[src/rtl/lcd_frame_scheduler.sv]
// lcd_frame_scheduler: snapshots one 16-character screen frame and streams it to the LCD character writer, with frame-rate blinking
// Ports:
//   clk, rst           system clock, synchronous active-high reset
//   src_data           NUM_SRC packed 128-bit frames, source k at [128k+127:128k], character 0 in the MSB byte
//   src_sel            source to display; indices >= NUM_SRC show a blank frame
//   refresh_tick       one-cycle request for a frame transfer
//   blink_en           blank alternate groups of BLINK_FRAMES frames
//   char_ready         LCD driver accepts the current character
//   char_valid/data/addr  character stream towards the LCD driver (registered)
//   busy               frame transfer in progress
//   frame_done         one-cycle pulse after character 15 is accepted
module lcd_frame_scheduler #(
    parameter int         NUM_SRC      = 4,
    parameter logic [7:0] BLANK_CHAR   = 8'h20,
    parameter int         BLINK_FRAMES = 4
) (
    input  logic                     clk,
    input  logic                     rst,
    input  logic [NUM_SRC*128-1:0]   src_data,
    input  logic [1:0]               src_sel,
    input  logic                     refresh_tick,
    input  logic                     blink_en,
    input  logic                     char_ready,
    output logic                     char_valid,
    output logic [7:0]               char_data,
    output logic [3:0]               char_addr,
    output logic                     busy,
    output logic                     frame_done
);
    typedef enum logic [1:0] {IDLE, SEND, DONE} state_t;
    state_t       state, state_d;
    logic [3:0]   idx, idx_d;
    logic [127:0] snap, snap_d, sel_frame;
    logic [127:0] src_frame [4];
    logic [7:0]   cnt, cnt_d;
    logic         pending, pending_d, phase, phase_d;
    logic         start, wrap, xfer, last;

    // unused source slots read as a blank frame so src_sel needs no range check
    for (genvar k = 0; k < 4; k++) begin : g_src
        if (k < NUM_SRC) begin : g_used
            assign src_frame[k] = src_data[128*k +: 128];
        end else begin : g_blank
            assign src_frame[k] = {16{BLANK_CHAR}};
        end
    end

    always_comb begin
        xfer      = state == SEND && char_ready;
        last      = xfer && idx == 4'd15;
        wrap      = state == DONE && cnt == 8'(BLINK_FRAMES - 1);
        cnt_d     = state != DONE ? cnt : wrap ? 8'd0 : cnt + 8'd1;
        phase_d   = wrap ? ~phase : phase;
        // a tick landing in DONE merges with any existing pending request
        start     = (state == IDLE && refresh_tick) || (state == DONE && (pending || refresh_tick));
        // the phase after this DONE's update decides blanking of the next frame
        sel_frame = blink_en && phase_d ? {16{BLANK_CHAR}} : src_frame[src_sel];
        snap_d    = start ? sel_frame : snap;
        idx_d     = start ? 4'd0 : xfer && !last ? idx + 4'd1 : idx;
        state_d   = start ? SEND : state == DONE ? IDLE : last ? DONE : state;
        pending_d = state == DONE ? 1'b0 : state == SEND && refresh_tick ? 1'b1 : pending;
    end

    always_ff @(posedge clk) begin
        if (rst) begin
            state      <= IDLE;
            idx        <= '0;
            snap       <= '0;
            cnt        <= '0;
            pending    <= 1'b0;
            phase      <= 1'b0;
            char_valid <= 1'b0;
            char_data  <= '0;
            char_addr  <= '0;
            busy       <= 1'b0;
            frame_done <= 1'b0;
        end else begin
            state      <= state_d;
            idx        <= idx_d;
            snap       <= snap_d;
            cnt        <= cnt_d;
            pending    <= pending_d;
            phase      <= phase_d;
            char_valid <= state_d == SEND;
            // character idx sits at bit offset 8*(15-idx), i.e. {~idx,3'b0}
            char_data  <= state_d == SEND ? snap_d[{~idx_d, 3'b000} +: 8] : 8'd0;
            char_addr  <= state_d == SEND ? idx_d : 4'd0;
            busy       <= state_d != IDLE;
            frame_done <= state_d == DONE;
        end
    end
endmodule

[config.mk]
export PLATFORM = sky130hd
export DESIGN_NAME = lcd_frame_scheduler
export DESIGN_NICKNAME = d
export VERILOG_FILES = /design/src/rtl/lcd_frame_scheduler.sv
export SDC_FILE = /design/constraint.sdc
export NUM_CORES = 1
export LEC_CHECK = 0
export CAP_MARGIN = 20
export CELL_PAD_IN_SITES_DETAIL_PLACEMENT = 1
export CELL_PAD_IN_SITES_GLOBAL_PLACEMENT = 1
export CORE_AREA = 3 3 206 208
export DETAILED_ROUTE_END_ITERATION = 10
export DIE_AREA = 0 0 209 211
export PLACE_DENSITY = 0.79
export SLEW_MARGIN = 10
export SYNTH_ARGS = -nofsm -noshare
export SYNTH_HDL_FRONTEND = slang
export SYNTH_SLANG_ARGS = --single-unit
export TNS_END_PERCENT = 100
[constraint.sdc]
create_clock -name clk -period 4.8 [get_ports clk]
set_input_delay 0.96 -clock clk [delete_from_list [all_inputs] [get_ports clk]]
set_output_delay 0.96 -clock clk [all_outputs]
set_load 0.01 [all_outputs]
# Word-level counts from Yosys, hierarchy flattened
# Index checks and enable logic that the tools add are counted.
word_totals:
  register_bits: 159
  latchBits: 0
  mem_bits_rw: 0
  romBits: 0
  in_bits: 519
  output_inout_bits: 15
  elab_cells: 53
  mem_count: 0
op_classes:
  add_sub_neg: 2
  multipliers: 0
  n_div: 0
  n_lt_le_gt_ge: 1
  eq_ne: 7
  shift: 1
  mux: 12
  bitwise_logic: 4
  reduce_logical: 15
op_table:
  columns: ["operator", "count"]
  rows:
  - ["two-way mux 128 bit", 4]
  - ["binary-select mux 128 bit (select 2 bit)", 1]
  - ["indexed part select 128 x 8 -> 8 bit", 1]
  - ["adder 8 x 1 -> 8 bit (second input constant)", 1]
  - ["== test 8 x 2 -> 1 bit (second input constant)", 1]
  - ["logical AND 1 bit", 8]
  - ["two-way mux 4 bit", 2]
  - ["two-way mux 8 bit", 1]
  - ["two-way mux 2 bit", 3]
  - ["adder 4 x 1 -> 4 bit (second input constant)", 1]
  - ["== test 2 x 1 -> 1 bit (second input constant)", 2]
  - ["== test 2 bit (second input constant)", 2]
  - ["== test 4 bit (second input constant)", 1]
  - ["inverter 4 bit", 1]
  - ["OR reduction 2 bit", 2]
  - ["greater-or-equal comparator 3 bit (second input constant)", 1]
  - ["inverter 2 -> 3 bit", 1]
  - ["logical NOT 2 bit", 1]
  - ["logical OR 1 bit", 2]
  - ["!= test 2 bit (second input constant)", 1]
  - ["inverter 1 bit", 2]
  - ["nonzero test 2 bit", 1]
  - ["logical NOT 1 bit", 1]
  - ["two-way mux 1 bit", 1]

# Depth between registers and ports, before layout
# Gate-level depths: netlist of run 1.
logic_depth:
  ltp_word: 9
  depth_mapped: 11
  ltp_nobuf: 9

# Worst setup path after synthesis of run 1
# Ideal clock, no wire load.
synth_path:
  kind: "input-to-reg"
  start: "input src_sel[0]"
  end: "register char_data[3]"
  setup_time_ps: 139
  t_arrival_ps: 2630
  required_ps: 4661
  setup_slack_ps: 2031
  path_stages: 6
  path_buffers: 2
  path_cell_list: "buf_4 buf_2 mux4_2 and2_1 a2111oi_0 o221ai_1"
synth_via:
  elab_chain_len: 7
synth_rtl:
  columns: ["element", "line_no", "text"]
  rows:
  - ["start: declaration", "20", "input logic [1:0] src_sel,"]
  - ["inverter 2 -> 3 bit (not written as such)", "57", "sel_frame = blink_en && phase_d ? {16{BLANK_CHAR}} : src_frame[src_sel];"]
  - ["binary-select mux 128 bit (select 2 bit)", "57", null]
  - ["two-way mux 128 bit (not written as such) (2 in series)", "57", null]
  - ["two-way mux 128 bit", "57", null]
  - ["two-way mux 128 bit", "58", "snap_d = start ? sel_frame : snap;"]
  - ["indexed part select 128 x 8 -> 8 bit", "86", "char_data <= state_d == SEND ? snap_d[{~idx_d, 3'b000} +: 8] : 8'd0;"]
  - ["end signal: assignment", "86", null]
  - ["end: declaration", "25", "output logic [7:0] char_data,"]
# Every way passes these cells. The select of a mux whose other input is x is not followed.
# A chain may end at the register's enable or synchronous reset.

# Worst setup path after layout of run 1
layout_path:
  start: "input char_ready"
  end: "register char_data[5]"
layout_via:
  elab_chain_len: 8
  elab_cells_between_ends: 14
  cone_classes: "eq/ne: 1; shift: 1; mux: 5; bitwise: 2; reduce/logical: 5"
layout_rtl:
  columns: ["element", "line_no", "text"]
  rows:
  - ["start: declaration", "23", "input logic char_ready,"]
  - ["logical AND 1 bit *", "49", "xfer = state == SEND && char_ready;"]
  - ["logical AND 1 bit", "50", "last = xfer && idx == 4'd15;"]
  - ["logical NOT 1 bit / two-way mux 2 bit (equally long branches)", "59, 60", null]
  - ["logical AND 1 bit / two-way mux 2 bit (equally long branches)", "59, 60", null]
  - ["two-way mux 4 bit / two-way mux 2 bit (equally long branches)", "59, 60", null]
  - ["two-way mux 4 bit / == test 2 x 1 -> 1 bit (equally long branches)", "59, 86", null]
  - ["inverter 4 bit / inverter 1 bit (equally long branches)", null, null]
  - ["indexed part select 128 x 8 -> 8 bit / OR reduction 2 bit (equally long branches)", null, null]
# Every way passes the cells marked *; elsewhere a longest branch is shown, timed or not.

==> results of run 1 <==
cells by family (layout without fill, tap and decap cells):
kind of cell	after synthesis	in the layout	synth area share [%]
XOR/XNOR	5	5	0.442
AND/OR/NAND/NOR	299	299	13.5
flip-flops	159	159	32.1
multiplexers	150	150	31.6
AO/OA/AOI/OAI	238	238	17.1
buffers and inverters	98	585	5.00
adder cells (fa/ha/maj)	2	2	0.252
metrics by stage:
stage / cells / hold WS, ns / cell area, µm² / power (µW) / util (%)
floorplan: 951 / 0.432 / 9920 / 2000 / -
global placement: 1938 / 0.439 / 15600 / 2620 / 38.3
detailed placement: 1938 / 0.453 / 15600 / 2640 / 38.3
CTS: 1970 / 0.462 / 16200 / 4050 / 39.8
global route: 1970 / 0.483 / 16200 / 4180 / 39.8
finish: 1970 / 0.461 / 16200 / 4010 / 39.8
worst max-delay path: cells and delay by family:
kind / cells / cell delay (ns)
AO/OA/AOI/OAI: 3 / 1.21
buffers and inverters: 1 / 0.54
AND/OR/NAND/NOR: 4 / 1.02
area by class of cell:
cell class	instances	area [µm²]	share of cell area [%]
Multi-Input combinational cell	694	6250	38.6
Inverter	3	11.3	0.0695
Clock buffer	18	429	2.65
Sequential cell	159	3180	19.6
Tap cell	532	666	4.11
Clock inverter	14	170	1.05
Timing Repair Buffer	550	5490	33.9
state kept, by name, indices dropped and copies added (netlist names):
| register | cells |
|---|---|
| frame_done | 1 |
| pending | 1 |
| char_valid | 1 |
| snap | 128 |
| cnt | 8 |
| state | 2 |
| idx | 4 |
| char_addr | 4 |
| char_data | 8 |
| phase | 1 |
| busy | 1 |
synthesized netlist by cell type, types with 2 or more instances:
master / count
nor2_1: 164
dfxtp_1: 159
mux4_2: 130
a22oi_1: 99
nand2_1: 52
buf_2: 41
clkbuf_1: 39
a21oi_1: 37
o21ai_0: 27
nor3_1: 20
mux2i_1: 17
o22ai_1: 15
nand3_1: 13
buf_4: 8
a211oi_1: 7
nor2b_1: 7
nor4_1: 7
and3_1: 6
nand4_1: 6
a311oi_1: 5
o31a_1: 5
a22o_1: 4
buf_6: 4
o211ai_1: 4
o221ai_1: 4
a2111oi_0: 3
a31oi_1: 3
a41oi_1: 3
inv_1: 3
or3_1: 3
xor2_1: 3
a21boi_2: 2
a21o_1: 2
and2_1: 2
buf_1: 2
ha_1: 2
mux2_2: 2
nand2b_1: 2
nor2_2: 2
o21ai_1: 2
o21ai_4: 2
o21bai_1: 2
or2_1: 2
xnor2_1: 2
power breakdown:
part / switching, µW / internal [µW]
combinational: 448 / 682
sequential: 66.4 / 1410
clock: 622 / 787
per-layer routing:
layer	up-vias	GRT usage [%]
li1	4675	-
met1	5164	25.6
met2	384	40.8
met3	42	3.77
met4	2	4.36
met5	-	0
worst max-delay path by stage:
stage | cells after the start | endpoint | from | slack [ns]
2_1_floorplan | 6 | char_data[3] | src_sel[0] | 2.03
3_3_place_gp | 9 | char_data[2] | char_ready | 1.12
3_5_place_dp | 9 | char_data[2] | char_ready | 1.06
4_1_cts | 9 | char_data[2] | char_ready | 1.48
5_1_grt | 9 | char_data[1] | refresh_tick | 1.23
6_report | 8 | char_data[5] | char_ready | 1.43
==> impl_metrics.env, run 1 <==
export IMPL_power_per_cell_area_nw_per_um2=248
export IMPL_regToRegSetupSlack_ns=1.82
export IMPL_drt_initial_drc_count=461
export IMPL_max_vdd_ir_drop_uv=252
export IMPL_wire_per_inst_um=25.0
export IMPL_worst_setup_hold_path_clk_slew_ns=0.07
export IMPL_floorplan_die_width_um=209
export IMPL_cts_made_buffers=17
export IMPL_track_usage_pct=21.6
export IMPL_finalMaxSlewViolations=0
export IMPL_gp_routability_congestion=0.877
export IMPL_maxCapViolations=0
export IMPL_timing_critical_path_from_type="input pin"
export IMPL_initial_utilization_pct=24.3
export IMPL_final_net_count=1946
export IMPL_worst_slew_pin_slew_ns=0.876
export IMPL_n_antenna_cell=0
export IMPL_grt_pass1_wl_um=71800
export IMPL_numPortBuffers=533
export IMPL_min_delay_start="snap[58]"
export IMPL_tritoncts_clock_tree="done"
export IMPL_reg2reg_to="char_data[5]"
export IMPL_finalCritPeriodShare_pct=70.3
export IMPL_setup_viol=0
export IMPL_grt_pass1_vias=11111
export IMPL_synth_largest_area_cell="dfxtp_1"
export IMPL_pin_count_of_the_biggest_net_entering_global_routing=86
export IMPL_synth_nets=1472
export IMPL_number_of_instances_in_the_synthesized_netlist=951
export IMPL_globalRouteOverflowTotal=0
export IMPL_status="completed"
export IMPL_floorplan_die_area_um2=44100
export IMPL_rsz0062_at_grt="false"
export IMPL_firstDrtPassIters=5
export IMPL_stage_delay_of_the_slowest_cell_on_the_critical_path_ns=0.75
export IMPL_synth_ff_type="dfxtp_1"
export IMPL_core_area_um2=40700
export IMPL_std_cell_rows=74
export IMPL_p_leak_uw=0.00576
export IMPL_synth_seq_cells=159
export IMPL_ios=534
export IMPL_timing_clock_skew_ns=0.0107
export IMPL_fin_crit_ns=3.37
export IMPL_endpoint_kind="register"
export IMPL_avgViaCountPerCell=5.21
export IMPL_hold_class="register to register"
export IMPL_yosysUniqueCellTypes=71
export IMPL_number_of_enable_type_register_cells_in_the_synthesized_netlist=0
export IMPL_worstPathCellList="clkdlybuf4s50_1 -> and3b_4 -> and3_1 -> o21ai_4 -> nor2_1 -> o211ai_1 -> nand3_1 -> a41oi_2"
export IMPL_top_signal_layer_used="met5"
export IMPL_mappedNetlistArea_um2=9920
export IMPL_routed_via_count=10267
export IMPL_cp_max_fo=27
export IMPL_cp_data_required_time_ns=5.16
export IMPL_met2_length_um=26400
export IMPL_clock_sink_count=159
export IMPL_synth_top_area_share_pct=32.1
export IMPL_crit_reg2reg_launch="idx[0]"
export IMPL_met3WireLength_um=2550
export IMPL_timing_final_hold_violations=0
export IMPL_cp_arrival_ns=3.73
export IMPL_residual_drc_count=0
export IMPL_layout_drive_gt1_share_pct=14.3
export IMPL_flow_area_growth_from_synthesis_pct=63.4
export IMPL_route_antenna_remaining_nets=0
export IMPL_met1_length_um=19500
export IMPL_netlist_top_cells_area="dfxtp_1, mux4_2, a22oi_1"
export IMPL_r2r_cells=8
export IMPL_layout_cells_most_common_list="clkdlybuf4s50_1, nor2_1, dfxtp_1"
export IMPL_holdPathStages=2
export IMPL_finalWirelength_um=49200
export IMPL_maxSlewHeadroom_pct=41.4
export IMPL_ctsHoldBuffers=0
export IMPL_postSynthAreaPerCell_um2=10.4
export IMPL_postSynth_asyncResetShare_pct=0
export IMPL_clk_path_buf_depth=2
export IMPL_die_height_um=211
export IMPL_n_fill_cell=4559
export IMPL_place_detailed_hpwl_um=40300
export IMPL_hold_path_endpoint="snap[58]"
export IMPL_grt_antenna_before_repair=2
export IMPL_dp_slack_ns=1.06
export IMPL_fmax_ghz=0.296
export IMPL_cts_setup_buffers=0
export IMPL_crit_path_top_delay_cell="o21ai_4"
export IMPL_cts_root_buf="clkbuf_16"
export IMPL_worstSetupPathType="input pin to register"
export IMPL_cts_resized=0
export IMPL_final_setup_tns_ns=0
export IMPL_fraction_of_the_yosys_area_taken_by_sequential_cells_pct=32.1
export IMPL_layout_commonest_cell="clkdlybuf4s50_1"
export IMPL_htreeDepth=4
export IMPL_yosys_synthesis_warning_count=0
export IMPL_clock_insertion_delay_worst_skew_ns=0.44
export IMPL_final_critical_path_setup_slack_ns=1.43
Power figures use the tool's default switching activity.
==> run 2: changes to the inputs <==
--- a/config.mk
+++ b/config.mk
@@ -11,7 +11,7 @@
 export CORE_AREA = 3 3 206 208
 export DETAILED_ROUTE_END_ITERATION = 10
 export DIE_AREA = 0 0 209 211
-export PLACE_DENSITY = 0.79
+export PLACE_DENSITY = 0.82
 export SLEW_MARGIN = 10
 export SYNTH_ARGS = -nofsm -noshare
 export SYNTH_HDL_FRONTEND = slang
==> constraint.sdc (replaced) <==
create_clock -name clk -period 2.7 [get_ports clk]
set_input_delay 0.54 -clock clk [delete_from_list [all_inputs] [get_ports clk]]
set_output_delay 0.54 -clock clk [all_outputs]
set_load 0.01 [all_outputs]
==> run 2 against run 1 <==
  * Routed wire length increased by 4.2%
  * Design area increased by 4.1%
  * Clock-buffer cell count increased by 2
  * Global-route usage is 0.90 points higher
  * First-iteration DRC count up 55%
  * Final cell count increased by 4.0%
  * Via count rose by 5.1%
  * Non-clock buffer count grew 78
  * Largest power group unchanged
==> impl_metrics.env, run 2 (synthesis gave the netlist of run 1 again) <==
export IMPL_floorplan_die_area_um2=44100
export IMPL_numPortBuffers=533
export IMPL_cts_made_buffers=17
export IMPL_layout_cells_most_common_list="clkdlybuf4s50_1, nor2_1, dfxtp_1"
export IMPL_route_antenna_remaining_nets=0
export IMPL_worstSetupPathType="register to register"
export IMPL_routed_via_count=10794
export IMPL_tritoncts_clock_tree="done"
export IMPL_layout_top_registers="snap (128), char_data (8), cnt (8)"
export IMPL_htreeDepth=4
export IMPL_status="completed"
export IMPL_place_detailed_hpwl_um=43200
export IMPL_ios=534
export IMPL_ctsHoldBuffers=0
export IMPL_grt_pass1_vias=11838
export IMPL_core_area_um2=40700
export IMPL_worst_setup_hold_path_clk_slew_ns=0.07
export IMPL_cts_resized=0
export IMPL_n_fill_cell=4509
export IMPL_power_per_cell_area_nw_per_um2=428
export IMPL_timing_final_hold_violations=0
export IMPL_fin_crit_ns=2.52
export IMPL_placed_cells=2016
export IMPL_p_seq_share_pct=36.3
export IMPL_setup_viol=0
export IMPL_clock_sink_count=159
export IMPL_p_clk_share_pct=33.9
export IMPL_power_switching_fraction_pct=27.7
export IMPL_flow_area_growth_from_synthesis_pct=70.2
export IMPL_finalMaxSlewViolations=0
export IMPL_firstDrtPassIters=5
export IMPL_grt_pass1_wl_um=74900
export IMPL_floorplan_die_width_um=209
export IMPL_final_net_count=2024
export IMPL_dp_slack_ns=-0.190
export IMPL_comb_power_share_pct=29.7
export IMPL_pin_count_of_the_biggest_net_entering_global_routing=81
export IMPL_cp_max_fo=20
export IMPL_p_leak_uw=0.00616
export IMPL_die_height_um=211
export IMPL_maxCapViolations=0
export IMPL_maxSlewHeadroom_pct=44.2
export IMPL_layout_commonest_cell="clkdlybuf4s50_1"
export IMPL_finalCritPeriodShare_pct=93.3
export IMPL_clock_insertion_delay_worst_skew_ns=0.44
export IMPL_power_internal_uw=5220
export IMPL_fmax_ghz=0.397
export IMPL_track_usage_pct=22.5
export IMPL_hold_class="input pin to register"
export IMPL_largest_reg_flops=128
export IMPL_drt_initial_drc_count=715
export IMPL_std_cell_rows=74
export IMPL_grt_antenna_before_repair=2
export IMPL_rsz0062_at_grt="false"
export IMPL_timing_critical_path_from_type="register"
export IMPL_cts_setup_buffers=0
export IMPL_layout_cells_non_filler=2048
export IMPL_initial_utilization_pct=24.3
export IMPL_endpoint_kind="register"
export IMPL_cp_arrival_ns=2.84
export IMPL_avgViaCountPerCell=5.27
export IMPL_cts_root_buf="clkbuf_16"
export IMPL_max_vdd_ir_drop_uv=420
export IMPL_gp_routability_congestion=0.910
export IMPL_cp_data_required_time_ns=3.02
export IMPL_final_critical_path_setup_slack_ns=0.182
export IMPL_layout_drive_gt1_share_pct=18.7
export IMPL_globalRouteOverflowTotal=0
export IMPL_wire_per_inst_um=25.1
export IMPL_largest_register="snap"
export IMPL_power_net_switching_uw=2000
export IMPL_clk_path_buf_depth=2
export IMPL_finalWirelength_um=51300
export IMPL_timing_clock_skew_ns=0.00925
export IMPL_worst_slew_pin_slew_ns=0.837
export IMPL_residual_drc_count=0
run 2: cell types whose count changed in the layout (fill, tap and decap cells not counted):
cell / delta
inv_6: +2
clkinvlp_4: -2
buf_12: +8
clkbuf_8: +2
inv_8: -5
buf_4: +70
diode_2: +1
clkinv_2: +2
run 2: power groups by stage:
stage | registers [µW] | clock network [µW] | logic [µW]
6_report | 2620 | 2450 | 2150
2_1_floorplan | 2610 | 0 | 935
3_5_place_dp | 2670 | 0 | 2160
4_1_cts | 2620 | 2480 | 2170
3_3_place_gp | 2670 | 0 | 2110
5_1_grt | 2630 | 2610 | 2290
run 2: metrics by stage:
stage | setup TNS, ns | utilization (%) | total power (µW) | hold WS, ns | instance area, µm²
after global routing | 0 | 41.4 | 7540 | 0.454 | 16900
after floorplan | 0 | - | 3550 | 0.432 | 9920
final | 0 | 41.4 | 7220 | 0.449 | 16900
after global placement | -0.586 | 40.0 | 4770 | 0.442 | 16300
after CTS | 0 | 41.4 | 7270 | 0.442 | 16900
after detailed placement | -2.10 | 40.0 | 4830 | 0.452 | 16300
run 2: layer usage:
layer	GRT usage [%]	vias up	wire (µm)
met3	3.77	38	2720
met4	3.21	0	443
met5	0	-	0
met1	27.0	5472	20400
li1	-	4822	-
met2	42.9	462	27800
run 2: critical path, cell delays in order (launching register included):
cell and delay, ns:
dfxtp_1 0.39, ha_1 0.27, nand3_2 0.16, and3_1 0.27
or2_1 0.30, buf_12 0.18, a21oi_1 0.14, a2bb2oi_1 0.20
a2111oi_0 0.09, or3_1 0.39
run 2: cell type report:
class | instances | area, µm² | area share [%]
multi-input cells | 694 | 6250 | 37.1
well taps | 532 | 666 | 3.94
flip-flops and latches | 159 | 3180 | 18.9
inverters | 3 | 11.3 | 0.0667
repair buffers | 628 | 6180 | 36.6
clock buffers | 20 | 457 | 2.71
clock inverters | 11 | 126 | 0.749
diodes | 1 | 2.50 | 0.0148
run 2: worst paths after layout:
| check | start | end | slack, ns | depth (start not counted) |
|---|---|---|---|---|
| setup reg to reg | idx[1] | char_data[0] | 0.18 | 9 |
| setup / recovery | idx[1] | char_data[0] | 0.18 | 9 |
| hold reg to reg | snap[58] | snap[58] | 0.46 | 2 |
| hold / removal | rst | snap[125] | 0.45 | 2 |
